## src/rtl/daq_pkg.sv

```systemverilog
// Shared definitions for the DAQ SRAM writer: FSM encoding and width helpers.
package daq_pkg;

  typedef enum logic [2:0] {
    StIdle,
    StGrant,
    StWrite,
    StDone,
    StRelease
  } daq_state_e;

  // Ceiling log2, usable in constant expressions.
  function automatic int unsigned clog2(input int unsigned value);
    int unsigned r;
    r = 0;
    for (int i = 0; i < 32; i++) begin
      if ((32'd1 << i) < value) r = unsigned'(i) + 32'd1;
    end
    return r;
  endfunction

  // Width of a per-channel region offset: address bits left after the channel index.
  function automatic int unsigned region_w(input int unsigned aw, input int unsigned nch);
    return aw - clog2(nch);
  endfunction

endpackage

```

## src/rtl/daq_sram_writer_if.sv

```systemverilog
// SRAM write port shared between the DAQ writer (master) and the memory (slave).
interface daq_sram_writer_if #(
  parameter int unsigned dw = 32,
  parameter int unsigned aw = 10
) ();

  logic [aw-1:0] sram_addr;
  logic [dw-1:0] sram_wdata;
  logic          sram_we;
  logic          sram_ack;

  modport master (
    output sram_addr,
    output sram_wdata,
    output sram_we,
    input  sram_ack
  );

  modport slave (
    input  sram_addr,
    input  sram_wdata,
    input  sram_we,
    output sram_ack
  );

endinterface

```

## src/rtl/rr_arbiter.sv

```systemverilog
// Combinational round-robin selector: first requester at or after ptr_i.
module rr_arbiter
  import daq_pkg::*;
#(
  parameter int unsigned NCH = 4,
  localparam int unsigned IW = clog2(NCH)
) (
  input  logic [NCH-1:0] req_i,
  input  logic [IW-1:0]  ptr_i,
  output logic [NCH-1:0] gnt_o,
  output logic [IW-1:0]  idx_o,
  output logic           valid_o
);

  assign valid_o = |req_i;

  // Scan requesters starting at the pointer; the IW-bit add wraps since NCH is a power of 2.
  always_comb begin : p_select
    logic          found;
    logic [IW-1:0] cand;
    gnt_o = '0;
    idx_o = '0;
    found = 1'b0;
    cand  = '0;
    for (int k = 0; k < NCH; k++) begin
      cand = ptr_i + IW'(k);
      if (!found && req_i[cand]) begin
        found       = 1'b1;
        gnt_o[cand] = 1'b1;
        idx_o       = cand;
      end
    end
  end

endmodule

```

## src/rtl/daq_sram_writer.sv

```systemverilog
// Round-robin mover from NCH channel FIFOs into per-channel circular SRAM regions.
// Optional sticky wrap interrupt with per-bit clear: define DAQ_SRAM_WRAP_IRQ_EN.
module daq_sram_writer
  import daq_pkg::*;
#(
  parameter int unsigned dw    = 32,
  parameter int unsigned aw    = 10,
  parameter int unsigned NCH   = 4,
  parameter int unsigned BURST = 8
) (
  input  logic                           wb_clk,
  input  logic                           wb_rst,
  input  logic                           master_enable,
  input  logic [NCH-1:0]                 start_sram,
  input  logic [NCH-1:0]                 fifo_empty,
  input  logic [NCH*dw-1:0]              chan_data,
  output logic [NCH-1:0]                 grant,
  output logic [NCH-1:0]                 data_done,
  daq_sram_writer_if.master              sram,
  output logic [NCH*region_w(aw,NCH)-1:0] wr_ptr_flat,
`ifdef DAQ_SRAM_WRAP_IRQ_EN
  input  logic [NCH-1:0]                 irq_clear,
`endif
  output logic [NCH-1:0]                 wrap_irq
);

  localparam int unsigned IW = clog2(NCH);
  localparam int unsigned OW = region_w(aw, NCH);

  daq_state_e     state_q;
  logic [IW-1:0]  ch_q;
  logic [IW-1:0]  rr_q;
  logic [NCH-1:0] grant_q;
  logic [NCH-1:0] done_q;
  logic [aw-1:0]  addr_q;
  logic [dw-1:0]  wdata_q;
  logic           we_q;
  logic [5:0]     cnt_q;
  logic [OW-1:0]  wr_ptr_q [NCH];

  logic [NCH-1:0] arb_gnt;
  logic [IW-1:0]  arb_idx;
  logic           arb_valid;
  logic           stop_burst;

  rr_arbiter #(
    .NCH (NCH)
  ) u_arb (
    .req_i   (start_sram),
    .ptr_i   (rr_q),
    .gnt_o   (arb_gnt),
    .idx_o   (arb_idx),
    .valid_o (arb_valid)
  );

  // The granted channel ran dry, withdrew its request, or the writer was disabled.
  assign stop_burst = fifo_empty[ch_q] | ~start_sram[ch_q] | ~master_enable;

  // Grant/write FSM with all outputs registered.
  always_ff @(posedge wb_clk) begin
    if (wb_rst) begin
      state_q <= StIdle;
      ch_q    <= '0;
      rr_q    <= '0;
      grant_q <= '0;
      done_q  <= '0;
      addr_q  <= '0;
      wdata_q <= '0;
      we_q    <= 1'b0;
      cnt_q   <= '0;
      for (int i = 0; i < NCH; i++) wr_ptr_q[i] <= '0;
    end else begin
      done_q <= '0;
      case (state_q)
        StIdle: begin
          if (master_enable && arb_valid) begin
            ch_q    <= arb_idx;
            grant_q <= arb_gnt;
            cnt_q   <= '0;
            state_q <= StGrant;
          end
        end
        StGrant: begin
          // Between words the popped FIFO has settled here, so an emptied channel ends now.
          if (cnt_q != '0 && stop_burst) begin
            grant_q <= '0;
            state_q <= StRelease;
          end else begin
            addr_q  <= {ch_q, wr_ptr_q[ch_q]};
            wdata_q <= chan_data[ch_q*dw +: dw];
            we_q    <= 1'b1;
            state_q <= StWrite;
          end
        end
        StWrite: begin
          if (sram.sram_ack) begin
            we_q             <= 1'b0;
            done_q[ch_q]     <= 1'b1;
            wr_ptr_q[ch_q]   <= wr_ptr_q[ch_q] + OW'(1);
            cnt_q            <= cnt_q + 6'd1;
            state_q          <= StDone;
          end
        end
        StDone: begin
          if (cnt_q == 6'(BURST) || stop_burst) begin
            grant_q <= '0;
            state_q <= StRelease;
          end else begin
            state_q <= StGrant;
          end
        end
        StRelease: begin
          rr_q    <= ch_q + IW'(1);
          state_q <= StIdle;
        end
        default: state_q <= StIdle;
      endcase
    end
  end

  assign grant           = grant_q;
  assign data_done       = done_q;
  assign sram.sram_addr  = addr_q;
  assign sram.sram_wdata = wdata_q;
  assign sram.sram_we    = we_q;

  for (genvar g = 0; g < NCH; g++) begin : g_flat
    assign wr_ptr_flat[g*OW +: OW] = wr_ptr_q[g];
  end

`ifdef DAQ_SRAM_WRAP_IRQ_EN
  logic [NCH-1:0] wrap_set;
  logic [NCH-1:0] wrap_q;

  // A wrap is the accepted write that moves a pointer from all-ones back to zero.
  always_comb begin
    wrap_set = '0;
    if (state_q == StWrite && sram.sram_ack && (&wr_ptr_q[ch_q])) wrap_set[ch_q] = 1'b1;
  end

  // Sticky flags; a set in the same cycle as a clear wins.
  always_ff @(posedge wb_clk) begin
    if (wb_rst) wrap_q <= '0;
    else        wrap_q <= (wrap_q & ~irq_clear) | wrap_set;
  end

  assign wrap_irq = wrap_q;
`else
  assign wrap_irq = '0;
`endif

endmodule
```

## src/flat_wrapper.sv

```systemverilog
// flat-port wrapper written by rule: the top's interface ports become plain ports
module daq_sram_writer_flat import daq_pkg::*;
#(
  parameter int unsigned dw    = 32,
  parameter int unsigned aw    = 10,
  parameter int unsigned NCH   = 4,
  parameter int unsigned BURST = 8
)
  (wb_clk, wb_rst, master_enable, start_sram, fifo_empty, chan_data, grant, data_done, wr_ptr_flat, wrap_irq, sram_sram_addr, sram_sram_wdata, sram_sram_we, sram_sram_ack);
  daq_sram_writer_if #(.dw(dw), .aw(aw)) sram_i ();
  input  logic wb_clk;
  input  logic wb_rst;
  input  logic master_enable;
  input  logic [NCH-1:0] start_sram;
  input  logic [NCH-1:0] fifo_empty;
  input  logic [NCH*dw-1:0] chan_data;
  output logic [NCH-1:0] grant;
  output logic [NCH-1:0] data_done;
  output logic [NCH*region_w(aw,NCH)-1:0] wr_ptr_flat;
  output logic [NCH-1:0] wrap_irq;
  output wire logic [$bits(sram_i.sram_addr)-1:0] sram_sram_addr;
  output wire logic [$bits(sram_i.sram_wdata)-1:0] sram_sram_wdata;
  output wire logic [$bits(sram_i.sram_we)-1:0] sram_sram_we;
  input wire logic [$bits(sram_i.sram_ack)-1:0] sram_sram_ack;
  assign sram_sram_addr = sram_i.sram_addr;
  assign sram_sram_wdata = sram_i.sram_wdata;
  assign sram_sram_we = sram_i.sram_we;
  assign sram_i.sram_ack = sram_sram_ack;
  daq_sram_writer #(.dw(dw), .aw(aw), .NCH(NCH), .BURST(BURST)) u_core (.wb_clk(wb_clk), .wb_rst(wb_rst), .master_enable(master_enable), .start_sram(start_sram), .fifo_empty(fifo_empty), .chan_data(chan_data), .grant(grant), .data_done(data_done), .sram(sram_i), .wr_ptr_flat(wr_ptr_flat), .wrap_irq(wrap_irq));
endmodule
```

## config.mk

```make
export PLATFORM = sky130hd
export DESIGN_NAME = daq_sram_writer_flat
export DESIGN_NICKNAME = d
export VERILOG_FILES = /design/src/rtl/daq_pkg.sv /design/src/rtl/daq_sram_writer_if.sv /design/src/rtl/rr_arbiter.sv /design/src/rtl/daq_sram_writer.sv /design/src/flat_wrapper.sv
export SDC_FILE = /design/constraint.sdc
export NUM_CORES = 1
export LEC_CHECK = 0
export ABC_AREA = 1
export CORE_UTILIZATION = 44
export CTS_CLUSTER_SIZE = 30
export DETAILED_ROUTE_END_ITERATION = 10
export HOLD_SLACK_MARGIN = 0.12
export PLACE_DENSITY = 0.83
export SLEW_MARGIN = 10
export SYNTH_ARGS = -nofsm -noshare
export SYNTH_HDL_FRONTEND = slang
export SYNTH_SLANG_ARGS = --single-unit
```

## constraint.sdc

```tcl
create_clock -name wb_clk -period 2.21 [get_ports wb_clk]
set_input_delay 0.5525 -clock wb_clk [delete_from_list [all_inputs] [get_ports wb_clk]]
set_output_delay 0.5525 -clock wb_clk [all_outputs]
set_load 0.05 [all_outputs]
```

### Word-level counts from Yosys, hierarchy flattened

Memories as Yosys holds them, arrays and structs flattened. A register that Yosys moved wholly into a read port is not among the register bits.
Index checks and enable logic that the tools add are counted.

* logic and storage cells: 134
* memories: 1
* bits in writable memories: 32
* register bits: 64

Memory list
* u_core.wr_ptr_q: words 4, width 8, read ports 5, clocked after Yosys merged registers in 1, write ports 4, RTL line daq_sram_writer.sv:39 `logic [OW-1:0] wr_ptr_q [NCH];`

* bitwise gates (word level): 10
* shift operators: 1
* order comparisons: 10
* reduce and logical (&&, ||, !) cells: 28
* add/sub/neg operators: 6
* muxes and demuxes: 59
* equality and inequality tests: 10

Operators with widths (count)
* $shiftx 128x8->32: 1
* $mux 4: 7
* $mux 1: 23
* $lt 2x3->1 const B: 5
* $mux 2: 7
* $bmux 1 s2: 6
* $mux 3: 4
* $mux 6: 2
* $or 4x4->4: 3
* $pmux 3 s4: 1
* $pmux 4 s3: 1
* $pmux 6 s2: 1
* $demux 1 s2: 5
* $ge 2x1->1 const B: 5
* $logic_and 1x1->1: 10
* $add 8x1->8 const B: 1
* $mux 8: 1
* $reduce_or 8->1: 1
* $add 6x1->6 const B: 1
* $eq 3x2->1 const B: 2
* $eq 6x4->1 const B: 1
* $ne 2x1->1 const B: 3
* $reduce_and 2->1: 3
* $reduce_and 3->1: 2
* other kinds (17): 28

### Logic depth before layout (Yosys ltp)

* depth after elaboration: 14
* mapped depth: 15

### By module

From an unflattened synthesis, not the netlist that was laid out.

* cells, all modules: 740
* area total of the unflattened synthesis: 5532.8 µm²

By module, submodules not included
* daq_sram_writer: area each 4998.5 µm², cells an instance 657, instances 1, seq. area each 2282.2 µm²
* rr_arbiter: area each 534.3 µm², cells an instance 83, instances 1, seq. area each 0.0 µm²

### Worst setup path after synthesis

Ideal clock, no wire load.

* path kind: register to register
* start: mem u_core.wr_ptr_q[1][1] (netlist bit)
* end: mem u_core.wr_ptr_q[1][6] (netlist bit), data pin
* slack: 162 ps
* stages on the path, launching flop included: 13
* data arrival time: 1790 ps
* path through: edfxtp_1 > nor2_1 > nor2_1 > o21ai_0 > nand2_1 > ha_1 > inv_1 > nor2_4 > nand3_1 > o21ai_0 > nand2_1 > nand2_1 > nor2_1

RTL lines (RTL line)
* start: declaration: daq_sram_writer.sv:39

### Final worst setup path

* start: reg u_core.wdata_q[15] (netlist: u_core.sram.sram_wdata[15])
* end: out sram_sram_wdata[15]

RTL lines
* start: declaration: RTL line daq_sram_writer.sv:36 `logic [dw-1:0] wdata_q;`
* start signal: assignment: RTL line daq_sram_writer.sv:90 `wdata_q <= chan_data[ch_q*dw +: dw];`
* end: declaration: RTL line flat_wrapper.sv:22 `output wire logic [$bits(sram_i.sram_wdata)-1:0] sram_sram_wdata;`

No word-level cell between the ends.

==> impl_results.md <==
* Mapped Area at about 5500 µm²
* CTS max path bufs at 2
* Ports at between 200 and 250
* Final setup TNS at 0 ns
* Slew Limit Fails at 0
* WHS at 0.464 ns
* Core ar. at 12100 µm²
* Clock skew at 0.00988 ns
* Hold buffers post-CTS at 0
* Initial antenna violation count at 0
* Mean Syn Cell Area at between 7 and 8 µm²
* Setup violators final at 0
* P_leak at around 0.0034 µW
* Initial DRC Count at 381
* DIE AREA at 13000 µm²
* RD Place Congestion at approximately 0.9
* Largest vdd supply drop at 0.426 mV
* Period utilization at a little over nine tenths
* TritonCTS clock tree: done
* Final #Nets at between 1k and 1.5k
* Count of different cell masters after synthesis at 39
* Slew margin rel. at 61.6%
* Detailed Routing Iterations Pass 1 at 5
* Drt drc at 0
* CTS buffer count at 9
* Most common cell after layout, fill and taps aside: clkdlybuf4s50_1
* Share of layout cells above drive strength 1 at 9.63%
* Critical path fanouts, max at 2
* Clk sinks at 98
* ANT nets after route at 0
* Die X-Extent at 114 µm
* Fin crit period at 2.13 ns
* Vias at around 6k
* Status: complete, no violations
* Non-filler instance count after layout at between 1k and 1.5k
* GRT Resource Usage Total at 27.3%
* Largest net degree at the start of global routing at 52
* Worst Setup Start Kind: register
* Seq/Total Area, Yosys at 41.2%
* Placed cells at 1156
* Worst Hold Class: register to register
* Die Ht at 114 µm
* DR vias/cell at 5.22
* Worst Max-Slew Pin Slew at 0.574 ns
* Ant diodes at 0
* Worst skew pair latency at 0.35 ns
* Area growth syn-to-layout at 51.9%
* Multi-input logic area at approximately 2800 µm²
* Final Hold Viols at 0
* Synth Register Bits at 98
* Total of max-cap violations at 0
* First-pass GRT wire length at 27800 µm
* Fill cells at 1035
* Initial core utilization at 45.7%
* CTS clk-pin slew, worst paths at 0.07 ns
* Buf/Inv on CP at 1
* Wirelength per Cell at 14.8 µm
* Vias in the first global route at between 5k and 6k
* PD cells at 778 nW/µm²
* Crit path max-delay cell type: clkdlybuf4s50_1
* CP required at between 1.5 and 2 ns
* Critical-path cell list: clkdlybuf4s50_1
* FF/Latch Area at 2290 µm²
* Crit end category: output port
* CP peak stage delay at ~0.83 ns
* DRT Wirelength at between 15000 and 20000 µm
* DP HPWL at between 10000 and 15000 µm
* Max Fclk at 470 MHz
* CP Data Arrival Time at 1.58 ns
* Std-Cell Rows at 40
* Kind of critical path: register to output port
* Delay-heaviest family, CP: buffers and inverters
* Synth Warn # at 0
* Clk Tree Root Cell: clkbuf_16
* Overflow after GRT at 0
* H-tree depth at 3
* Most frequent cells in the layout: clkdlybuf4s50_1, nor2_1, nand2_1
* Syn Inst Count at 771
* PortBufs at between 200 and 250
==> cells by family after synthesis <==
kind of cell	synth area share [%]
compound gates	18.6
fa+ha+maj	3.17
flops	41.2
buf+inv	8.16
other cells	0.0678
xor+xnor	0.475
simple gates	28.3
==> cell usage after synthesis <==
cell | count | area [µm²]
nand3_1 | 44 | 220
a21oi_1 | 34 | 170
buf_6 | 5 | 56.3
inv_2 | 5 | 18.8
inv_1 | 44 | 165
a32oi_1 | 1 | 8.76
nor2_4 | 3 | 33.8
a21boi_0 | 4 | 30.0
nor2_2 | 2 | 12.5
nand2_4 | 1 | 11.3
buf_1 | 2 | 7.51
ha_1 | 14 | 175
clkinv_1 | 1 | 3.75
conb_1 | 1 | 3.75
a21oi_2 | 1 | 8.76
inv_4 | 2 | 12.5
o21ai_0 | 105 | 526
nand2_2 | 7 | 43.8
buf_2 | 8 | 40.0
dfxtp_1 | 66 | 1320
nand3b_1 | 2 | 15.0
nor3_1 | 7 | 35.0
o211ai_2 | 1 | 12.5
clkinv_2 | 1 | 5.00
nand2_1 | 108 | 405
nor3_2 | 2 | 20.0
buf_4 | 8 | 60.1
edfxtp_1 | 32 | 961
nor2_1 | 182 | 683
o211ai_1 | 2 | 15.0
o22ai_1 | 32 | 200
o31ai_1 | 1 | 7.51
nand4_1 | 3 | 18.8
o21ai_1 | 10 | 50.1
nor3_4 | 1 | 16.3
clkbuf_1 | 22 | 82.6
xor2_1 | 3 | 26.3
nor2_8 | 1 | 20.0
nand3_2 | 3 | 30.0
==> worst min-delay path, cell delays in order (launching register included) <==
cell	delay, ns
dfxtp_1	0.31
nand2_1	0.06
a21oi_1	0.05
==> power breakdown <==
| part | internal [µW] | switching [µW] | total, µW |
|---|---|---|---|
| Clock | 784 | 727 | 1510 |
| Combinational | 1030 | 1790 | 2810 |
| Sequential | 2070 | 146 | 2220 |
| Total | 3880 | 2660 | 6540 |
==> worst paths after layout <==
check	from	to	cells after the start	slack, ns
worst max register to register	register	u_core.wr_ptr_q[1][7]	12	0.18
worst min-delay path	u_core.sram.sram_addr[6]	u_core.sram.sram_addr[6]	2	0.46
worst min register to register	u_core.sram.sram_addr[6]	u_core.sram.sram_addr[6]	2	0.46
worst max-delay path	u_core.sram.sram_wdata[15]	sram_sram_wdata[15]	1	0.08
==> metal layers <==
layer | part of all wire, % | global-route usage [%] | wire length (µm) | vias up
met4 | 3.7 | 11.8 | 643 | 0
met2 | 48 | 47.6 | 8370 | 298
met5 | 0 | 0 | 0 | -
li1 | - | - | - | 3025
met3 | 7.3 | 5.88 | 1270 | 46
met1 | 41 | 32.6 | 7100 | 2762
==> cell type report <==
| type | count | area share (%) |
|---|---|---|
| multi-input combinational | 578 | 33.6 |
| timing repair buffer | 262 | 30.8 |
| sequential | 98 | 27.2 |
| clock buffer | 9 | 2.68 |
| tap | 168 | 2.50 |
| inverter | 53 | 2.44 |
| clock inverter | 7 | 0.700 |
==> metrics by stage <==
stage / worst slack [ns] / total power, µW / cell area [µm²] / utilization (%)
4_1_cts: 0.0252 / 6520 / 8390 / 69.2
6_report: 0.0823 / 6540 / 8410 / 69.4
5_1_grt: -0.00408 / 6870 / 8410 / 69.4
3_3_place_gp: 0.00914 / 4980 / 8080 / 66.7
2_1_floorplan: 0.162 / 3980 / 5540 / -
3_5_place_dp: -0.0427 / 5020 / 8080 / 66.7
==> repair_timing <==
action / 4_1_cts / 5_1_grt
buffers inserted: 3 / 0
pin swaps: 1 / 4
endpoints found under the setup margin: 4 / 8
gates cloned: 0 / 0
resized for setup: 1 / 10
==> registers in the layout, indices dropped and copies added, names as in the netlist, named ones only <==
name                    count
u_core.wr_ptr_q            32
u_core.rr_q                 2
u_core.grant                4
u_core.cnt_q                6
u_core.ch_q                 2
u_core.sram.sram_wdata     32
u_core.sram.sram_addr      10
u_core.sram.sram_we         1
u_core.state_q              3
u_core.data_done            4
Note: power is estimated with default switching activity, not from simulation.
